## src/rtl/double_buffer_filler.sv

```systemverilog
// double_buffer_filler: packs a narrow valid/ready beat stream into bank words
// and hands each finished bank to the reader with a one-cycle switch_banks pulse.
module double_buffer_filler #(
   parameter int DATA_WIDTH      = 64,
   parameter int IN_WIDTH        = 16,
   parameter int BANK_ADDR_WIDTH = 7,
   parameter int BANK_DEPTH      = 128
) (
   input  logic                       clk,
   input  logic                       rst_n,
   input  logic [BANK_ADDR_WIDTH:0]   cfg_words,
   input  logic [IN_WIDTH-1:0]        din,
   input  logic                       din_valid,
   input  logic                       din_last,
   output logic                       din_rdy,
   input  logic                       reader_done,
   output logic                       wen,
   output logic [BANK_ADDR_WIDTH-1:0] wadr,
   output logic [DATA_WIDTH-1:0]      wdata,
   output logic                       switch_banks,
   output logic [BANK_ADDR_WIDTH:0]   bank_words
);
   localparam int LANES = DATA_WIDTH / IN_WIDTH;
   localparam int LW = LANES > 1 ? $clog2(LANES) : 1;
   localparam logic [LW-1:0] LAST_LANE = LW'(LANES - 1);
   localparam logic [LW-1:0] LANE_ONE = LW'(1);
   localparam logic [BANK_ADDR_WIDTH:0] DEPTH_W = (BANK_ADDR_WIDTH + 1)'(BANK_DEPTH);
   localparam logic [BANK_ADDR_WIDTH:0] CNT_ONE = (BANK_ADDR_WIDTH + 1)'(1);

   typedef enum logic [1:0] {FILL, WAIT, SWITCH} state_t;

   state_t                          state_q, state_d;
   logic                            din_rdy_q, din_rdy_d;
   logic                            wen_q, wen_d;
   logic [BANK_ADDR_WIDTH-1:0]      wadr_q, wadr_d;
   logic [DATA_WIDTH-1:0]           wdata_q, wdata_d;
   logic                            switch_banks_q, switch_banks_d;
   logic [BANK_ADDR_WIDTH:0]        bank_words_q, bank_words_d;
   logic [BANK_ADDR_WIDTH:0]        cfg_q, cfg_d;
   logic [BANK_ADDR_WIDTH:0]        wcnt_q, wcnt_d;
   logic [LW-1:0]                   lane_q, lane_d;
   logic [LANES-1:0][IN_WIDTH-1:0]  pack_q, pack_d;
   logic [LANES-1:0][IN_WIDTH-1:0]  word;
   logic [BANK_ADDR_WIDTH:0]        cfg_eff;
   logic                            accept, close;

   assign din_rdy      = din_rdy_q;
   assign wen          = wen_q;
   assign wadr         = wadr_q;
   assign wdata        = wdata_q;
   assign switch_banks = switch_banks_q;
   assign bank_words   = bank_words_q;

   assign cfg_eff = (cfg_words == '0 || cfg_words > DEPTH_W) ? DEPTH_W : cfg_words;
   assign accept  = din_valid & din_rdy_q;
   assign close   = accept & (din_last | lane_q == LAST_LANE);

   always_comb begin
      word = pack_q;
      word[lane_q] = din;
      state_d = state_q;
      din_rdy_d = din_rdy_q;
      wen_d = 1'b0;
      wadr_d = wadr_q;
      wdata_d = wdata_q;
      switch_banks_d = 1'b0;
      bank_words_d = bank_words_q;
      cfg_d = cfg_q;
      wcnt_d = wcnt_q;
      lane_d = lane_q;
      pack_d = pack_q;
      // FILL with din_rdy low only happens on the first cycle out of reset
      if (state_q == FILL && !din_rdy_q) begin
         cfg_d = cfg_eff;
         din_rdy_d = 1'b1;
      end
      if (accept) begin
         lane_d = close ? '0 : lane_q + LANE_ONE;
         pack_d = close ? '0 : word;
      end
      if (close) begin
         wen_d = 1'b1;
         wadr_d = wcnt_q[BANK_ADDR_WIDTH-1:0];
         wdata_d = word;
         wcnt_d = wcnt_q + CNT_ONE;
         if (din_last || wcnt_q == cfg_q - CNT_ONE) begin
            state_d = WAIT;
            din_rdy_d = 1'b0;
         end
      end
      if (state_q == WAIT && reader_done) begin
         state_d = SWITCH;
         switch_banks_d = 1'b1;
         bank_words_d = wcnt_q;
      end
      if (state_q == SWITCH) begin
         state_d = FILL;
         din_rdy_d = 1'b1;
         cfg_d = cfg_eff;
         wcnt_d = '0;
         lane_d = '0;
         pack_d = '0;
      end
   end

   always_ff @(posedge clk or negedge rst_n) begin
      if (!rst_n) begin
         state_q <= FILL;
         din_rdy_q <= 1'b0;
         wen_q <= 1'b0;
         wadr_q <= '0;
         wdata_q <= '0;
         switch_banks_q <= 1'b0;
         bank_words_q <= '0;
         cfg_q <= '0;
         wcnt_q <= '0;
         lane_q <= '0;
         pack_q <= '0;
      end else begin
         state_q <= state_d;
         din_rdy_q <= din_rdy_d;
         wen_q <= wen_d;
         wadr_q <= wadr_d;
         wdata_q <= wdata_d;
         switch_banks_q <= switch_banks_d;
         bank_words_q <= bank_words_d;
         cfg_q <= cfg_d;
         wcnt_q <= wcnt_d;
         lane_q <= lane_d;
         pack_q <= pack_d;
      end
   end
endmodule

```

## config.mk

```make
export PLATFORM = sky130hd
export DESIGN_NAME = double_buffer_filler
export DESIGN_NICKNAME = d
export VERILOG_FILES = /design/src/rtl/double_buffer_filler.sv
export SDC_FILE = /design/constraint.sdc
export NUM_CORES = 1
export LEC_CHECK = 0
export ABC_AREA = 1
export CAP_MARGIN = 20
export CORE_ASPECT_RATIO = 0.5
export CORE_UTILIZATION = 45
export DETAILED_ROUTE_END_ITERATION = 10
export PLACE_DENSITY_LB_ADDON = 0.08
export SLEW_MARGIN = 25
export SYNTH_ARGS = -nofsm -noshare
export SYNTH_HDL_FRONTEND = slang
export SYNTH_SLANG_ARGS = --single-unit
```

## constraint.sdc

```tcl
create_clock -name clk -period 2.5 [get_ports clk]
set_clock_uncertainty 0.15 [all_clocks]
set_input_delay 0.625 -clock clk [delete_from_list [all_inputs] [get_ports clk]]
set_output_delay 0.625 -clock clk [all_outputs]
set_load 0.02 [all_outputs]
```

==> results.cfg, run 1 <==
[die]
num_rows = 32
dieArea_sq_mm = 0.0171
core_sq_mm = 0.0158
die_x_um = 184
ioPinCount = 111
fp.dieH_um = 92.9
initial_core_util_pct = 47.2

[timing]
hold_slack_ns = -0.00439
fin_crit_ns = 2.26
max_freq_ghz = 0.442
hold_viol = 1
period_share_pct = 90.5
tns_ns = 0
slew_violations = 0
rsz0062_at_grt = false
setup_violations = 0
timing.final.ws_setup_ns = 0.237
worstMarginPinSlew_ns = 0.549
slew_headroom_pct = 63.4

[cells_and_area]
final_cell_mix = nand2_1, dfrtp_1, o21ai_0
final_core_util_pct = 59.9
layout-drive-gt1-share_pct = 6.05
layout.nets = 1046
final_common_cell = nand2_1
area_delta_synth_final_pct = 27.0
fill_cells = 1433
diodes = 0

[pwr]
power_frac_comb_pct = 42.2
seq_power_share_pct = 35.9
switching_share_pct = 39.3
p_switching_w = 0.00473
clock_power_share_pct = 21.9
p_int_w = 0.00730
p_leak_nw = 4.46
powerDensity_mw_per_mm2 = 1270
irDropWorstVdd_mv = 0.642
total_power_w = 0.0120

[detailed_routing]
viasPerCell = 5.05
first_iter_violations = 502
num_vias = 6282
drc = 0
post_drt_wl_per_cell_um = 14.7
antenna_left = 0
dr.pass1.iters = 5
drt_wl_total_um = 18300

[logic_synthesis]
yosys_most_used_dff = dfrtp_1
ys_ff_latch = 166
syn_avg_cell_area_sq_um = 8.14
syn_area_sq_mm = 0.00744
yosysSeqAreaShare_pct = 55.8
syn-num-nets = 949
yosysWarnings = 0
async_reset_ff_share_pct = 100
yosys.cell_types.count = 26
yosys.area_share.simple_pct = 23.1
synthAdderAreaFrac_pct = 1.01
synth_edf_count = 0
syn_inst = 914
synth-xor-area-share_pct = 0.589
synth_top_family_by_area = simple AND/OR/NAND/NOR gates
synthMuxAreaShare_pct = 0
synth-compound-area-share_pct = 11.4

[placed_design]
io_buffers = 110
gp_congestion = 0.873
pre_cts_ws_ns = 0.0728
hpwl_um = 11900

[setup_path]
end_kind = output pin
cp_slowest_cell = clkdlybuf4s50_1
path_cells = clkdlybuf4s50_1
crit_fanout = 4
required_ns = 1.73
arrival_ns = 1.49
critPathMaxStageDelay_ns = 0.63
start_kind = register
critPathKind = reg2out
cp_top_family = buffers and inverters
cp.buffers_inverters = 1

[clock_network]
clk_pin_slew_ns = 0.07
clockRootBuffer = clkbuf_16
numCtsBuffers = 17
clockBufferDepth = 2
cts_num_sinks = 166
hold_buffers = 0
cts_tree = yes
cts_resized = 0
htreeDepth = 4
clk_latency_ns = 0.42
post_cts_buffers = 0

[flow_run]
drv_cap = 0

[grt]
antenna_found_initial = 0
first_global_vias = 5953
grt_max_degree = 83
grt_overflow = 0
grt_pass1_wl_um = 30200
grt.total_usage_pct = 23.1

[min_path]
hold_class = in2async

[status]
outcome = complete, but fails checks
violations = negative hold slack
-- cell type report --
| cell class | count | area (sq um) | share of cell area [%] |
|---|---|---|---|
| Clock buffer | 18 | 439 | 4.65 |
| Clock inverter | 14 | 149 | 1.58 |
| Inverter | 95 | 359 | 3.80 |
| Multi-Input combinational cell | 602 | 2700 | 28.6 |
| Sequential cell | 166 | 4150 | 44.0 |
| Tap cell | 221 | 277 | 2.93 |
| Timing Repair Buffer | 129 | 1370 | 14.5 |
-- worst register-to-register path, cell delays in order, from the launching register on --
cell	delay (ns)
dfrtp_1	0.41
inv_1	0.16
ha_1	0.27
inv_1	0.06
nand2_1	0.04
nand2_1	0.06
nand2_1	0.04
nor2_1	0.10
nand3_1	0.07
nor2_1	0.10
nand3_1	0.09
nand2_1	0.07
nand2_1	0.08
nand2_1	0.07
nand2_1	0.04
-- worst paths after layout --
kind / start / end / slack (ns) / depth (start not counted)
setup / recovery: din_rdy / din_rdy / 0.24 / 1
hold / removal: rst_n / wadr[2] / -0.004 / 1
setup reg to reg: cfg_q[0] / din_rdy / 0.59 / 14
hold reg to reg: wdata[55] / wdata[55] / 0.33 / 2
max in group asynchronous: rst_n / pack_q[62] / 1.55 / 2
min in group clk: wdata[55] / wdata[55] / 0.33 / 2
-- synth_stat cells, types with 2 or more instances --
cell,number,area (sq um)
nand2_1,316,1190
dfrtp_1,166,4150
o21ai_0,151,756
inv_1,92,345
nand3_1,80,400
clkbuf_1,22,82.6
buf_2,19,95.1
nor2_1,17,63.8
a21oi_1,10,50.1
buf_4,7,52.6
ha_1,6,75.1
o21ai_1,5,25.0
nor3_1,3,15.0
xnor2_1,3,26.3
buf_1,2,7.51
inv_2,2,7.51
nor2_2,2,12.5
nor4_1,2,12.5
xor2_1,2,17.5
-- metrics by stage --
stage / cells / instance area [sq um]
final: 1245 / 9450
after global routing: 1245 / 9450
after CTS: 1245 / 9450
after detailed placement: 1213 / 8860
after global placement: 1213 / 8860
after floorplan: 914 / 7440
-- power groups by stage --
| stage | Clock (W) | Sequential, W | Combinational (W) |
|---|---|---|---|
| 5_1_grt | 0.00280 | 0.00444 | 0.00570 |
| 6_report | 0.00263 | 0.00433 | 0.00508 |
| 3_3_place_gp | 0 | 0.00435 | 0.00499 |
| 4_1_cts | 0.00269 | 0.00433 | 0.00511 |
| 2_1_floorplan | 0 | 0.00489 | 0.00258 |
| 3_5_place_dp | 0 | 0.00437 | 0.00507 |
-- cell families (layout without fill, tap and decap cells) --
kind of cell    count (synthesis)  after routing
simple gates                  423            423
xor+xnor                        5              5
fa+ha+maj                       6              6
compound gates                168            168
buf+inv                       146            256
flops                         166            166
-- sequential cells by signal (all words and copies together), names as in the netlist --
register / cells
lane_q: 2
wcnt_q: 8
din_rdy: 1
switch_banks: 1
wadr: 7
cfg_q: 8
wen: 1
pack_q: 64
bank_words: 8
wdata: 64
state_q: 2
-- routing by layer --
layer | GRT usage (%) | vias to the layer above | share of wire [%]
met1 | 31.7 | 3029 | 48
li1 | - | 3091 | -
met5 | 0 | - | 0
met2 | 35.9 | 137 | 45
met4 | 8.54 | 0 | 1.6
met3 | 5.35 | 25 | 5.0
Note: power is estimated with default switching activity, not from simulation.
==> run 2: changes to the inputs <==
--- a/config.mk
+++ b/config.mk
@@ -6,10 +6,10 @@
 export NUM_CORES = 1
 export LEC_CHECK = 0
 export ABC_AREA = 1
-export CAP_MARGIN = 20
 export CORE_ASPECT_RATIO = 0.5
 export CORE_UTILIZATION = 45
 export DETAILED_ROUTE_END_ITERATION = 10
+export GPL_TIMING_DRIVEN = 0
 export PLACE_DENSITY_LB_ADDON = 0.08
 export SLEW_MARGIN = 25
 export SYNTH_ARGS = -nofsm -noshare
==> run 2 against run 1 <==
Net effect: the flow now finishes without violations; via count grew 4.7%; maximum frequency grew 2.4%; core utilization is essentially flat; global-route usage grew 1.7 points; sequential power is essentially flat; largest cell class unchanged; largest power group unchanged.
==> results.cfg, run 2 (same netlist as run 1, synthesis figures left out) <==
[status]
outcome = finished, final reports clean

[die]
initial_core_util_pct = 47.2
fp.dieH_um = 92.9
ioPinCount = 111
num_rows = 32
die_x_um = 184
core_sq_mm = 0.0158
dieArea_sq_mm = 0.0171

[detailed_routing]
num_vias = 6576
drt_wl_total_um = 20200
first_iter_violations = 428
drc = 0
antenna_left = 0
post_drt_wl_per_cell_um = 15.8
dr.pass1.iters = 5
viasPerCell = 5.14

[clock_network]
cts_resized = 0
cts_tree = yes
numCtsBuffers = 17
htreeDepth = 4
clockRootBuffer = clkbuf_16
post_cts_buffers = 0
clk_pin_slew_ns = 0.07
hold_buffers = 1
clockBufferDepth = 2
cts_num_sinks = 166
clk_latency_ns = 0.43

[setup_path]
path_cells = clkdlybuf4s50_1
crit_fanout = 2
start_kind = register
cp.buffers_inverters = 1
cp_slowest_cell = clkdlybuf4s50_1
critPathKind = reg2out
end_kind = output pin
critPathMaxStageDelay_ns = 0.66
arrival_ns = 1.43
required_ns = 1.73
cp_top_family = buffers and inverters

[timing]
max_freq_ghz = 0.453
fin_crit_ns = 2.21
rsz0062_at_grt = false
period_share_pct = 88.4
slew_violations = 0
hold_viol = 0
tns_ns = 0
worstMarginPinSlew_ns = 0.602
setup_violations = 0
slew_headroom_pct = 59.8

[grt]
first_global_vias = 6260
grt_max_degree = 75
antenna_found_initial = 0
grt.total_usage_pct = 24.8
grt_pass1_wl_um = 32100
grt_overflow = 0

[flow_run]
drv_cap = 0

[min_path]
hold_class = reg2reg

[pwr]
irDropWorstVdd_mv = 0.645
total_power_w = 0.0121
p_leak_nw = 4.46
powerDensity_mw_per_mm2 = 1280

[placed_design]
gp_congestion = 0.817
hpwl_um = 14000
io_buffers = 110
placedInstanceArea_sq_mm = 0.00888

[cells_and_area]
fill_cells = 1472
layout.nets = 1081
diodes = 0
fin_area_sq_mm = 0.00945
layout-drive-gt1-share_pct = 6.61
final_cell_mix = nand2_1, dfrtp_1, o21ai_0
final_common_cell = nand2_1
area_delta_synth_final_pct = 27.0
run 2: cell types whose count changed in the layout (fill, tap and decap cells not counted), sizes merged:
| cell | change |
|---|---|
| dlygate4sd3 | +1 |
| buf | +11 |
| bufinv | -2 |
| clkinvlp | +2 |
| clkbuf | +23 |
| clkinv | -6 |
| inv | +6 |
run 2: stage by stage:
| step | hold WS (ns) | utilization (%) | cells | setup WS, ns |
|---|---|---|---|---|
| 6_report | 0.329 | 59.9 | 1280 | 0.291 |
| 5_1_grt | 0.348 | 59.9 | 1280 | 0.199 |
| 4_1_cts | 0.334 | 59.9 | 1280 | 0.277 |
| 3_5_place_dp | 0.315 | 56.3 | 1247 | -0.0656 |
| 3_3_place_gp | 0.313 | 55.9 | 1245 | -6.41 |
| 2_1_floorplan | 0.179 | - | 914 | 0.823 |
run 2: worst register-to-register path: cells and delay by family, from the launching register on:
kind            cells  cell delay [ns]
fa+ha+maj           1             0.32
compound gates      1             0.22
simple gates        2             0.15
buf+inv             2             0.86
flops               1             0.41
run 2: layout make-up:
cell class	count	area (sq um)	share of cell area, %
Buffer	51	243	2.57
Clock buffer	18	429	4.54
Clock inverter	14	131	1.39
Inverter	95	359	3.80
Multi-Input combinational cell	602	2680	28.4
Sequential cell	166	4150	44.0
Tap cell	221	277	2.93
Timing Repair Buffer	113	1170	12.4
run 2: power breakdown:
| group | switching (W) | internal (W) |
|---|---|---|
| registers | 0.000505 | 0.00379 |
| logic | 0.00325 | 0.00197 |
| clock network | 0.00124 | 0.00132 |
| total | 0.00499 | 0.00709 |
run 2: path summary, 6_finish.rpt:
| check | cells past startpoint | start | to | slack, ns |
|---|---|---|---|---|
| worst min register to register | 2 | wdata[5] | wdata[5] | 0.33 |
| worst max-delay path | 1 | wdata[49] | wdata[49] | 0.29 |
| max in group asynchronous | 4 | rst_n | pack_q[36] | 0.71 |
| worst min-delay path | 2 | wdata[5] | wdata[5] | 0.33 |
| min in group asynchronous | 2 | rst_n | switch_banks | 0.49 |
| worst max register to register | 6 | lane_q[0] | wdata[32] | 0.34 |
run 2: routing by layer:
layer	global-route usage (%)	routed length, um
met1	34.4	9380
met2	37.5	8870
met3	6.65	1540
met4	8.68	402
met5	0	0
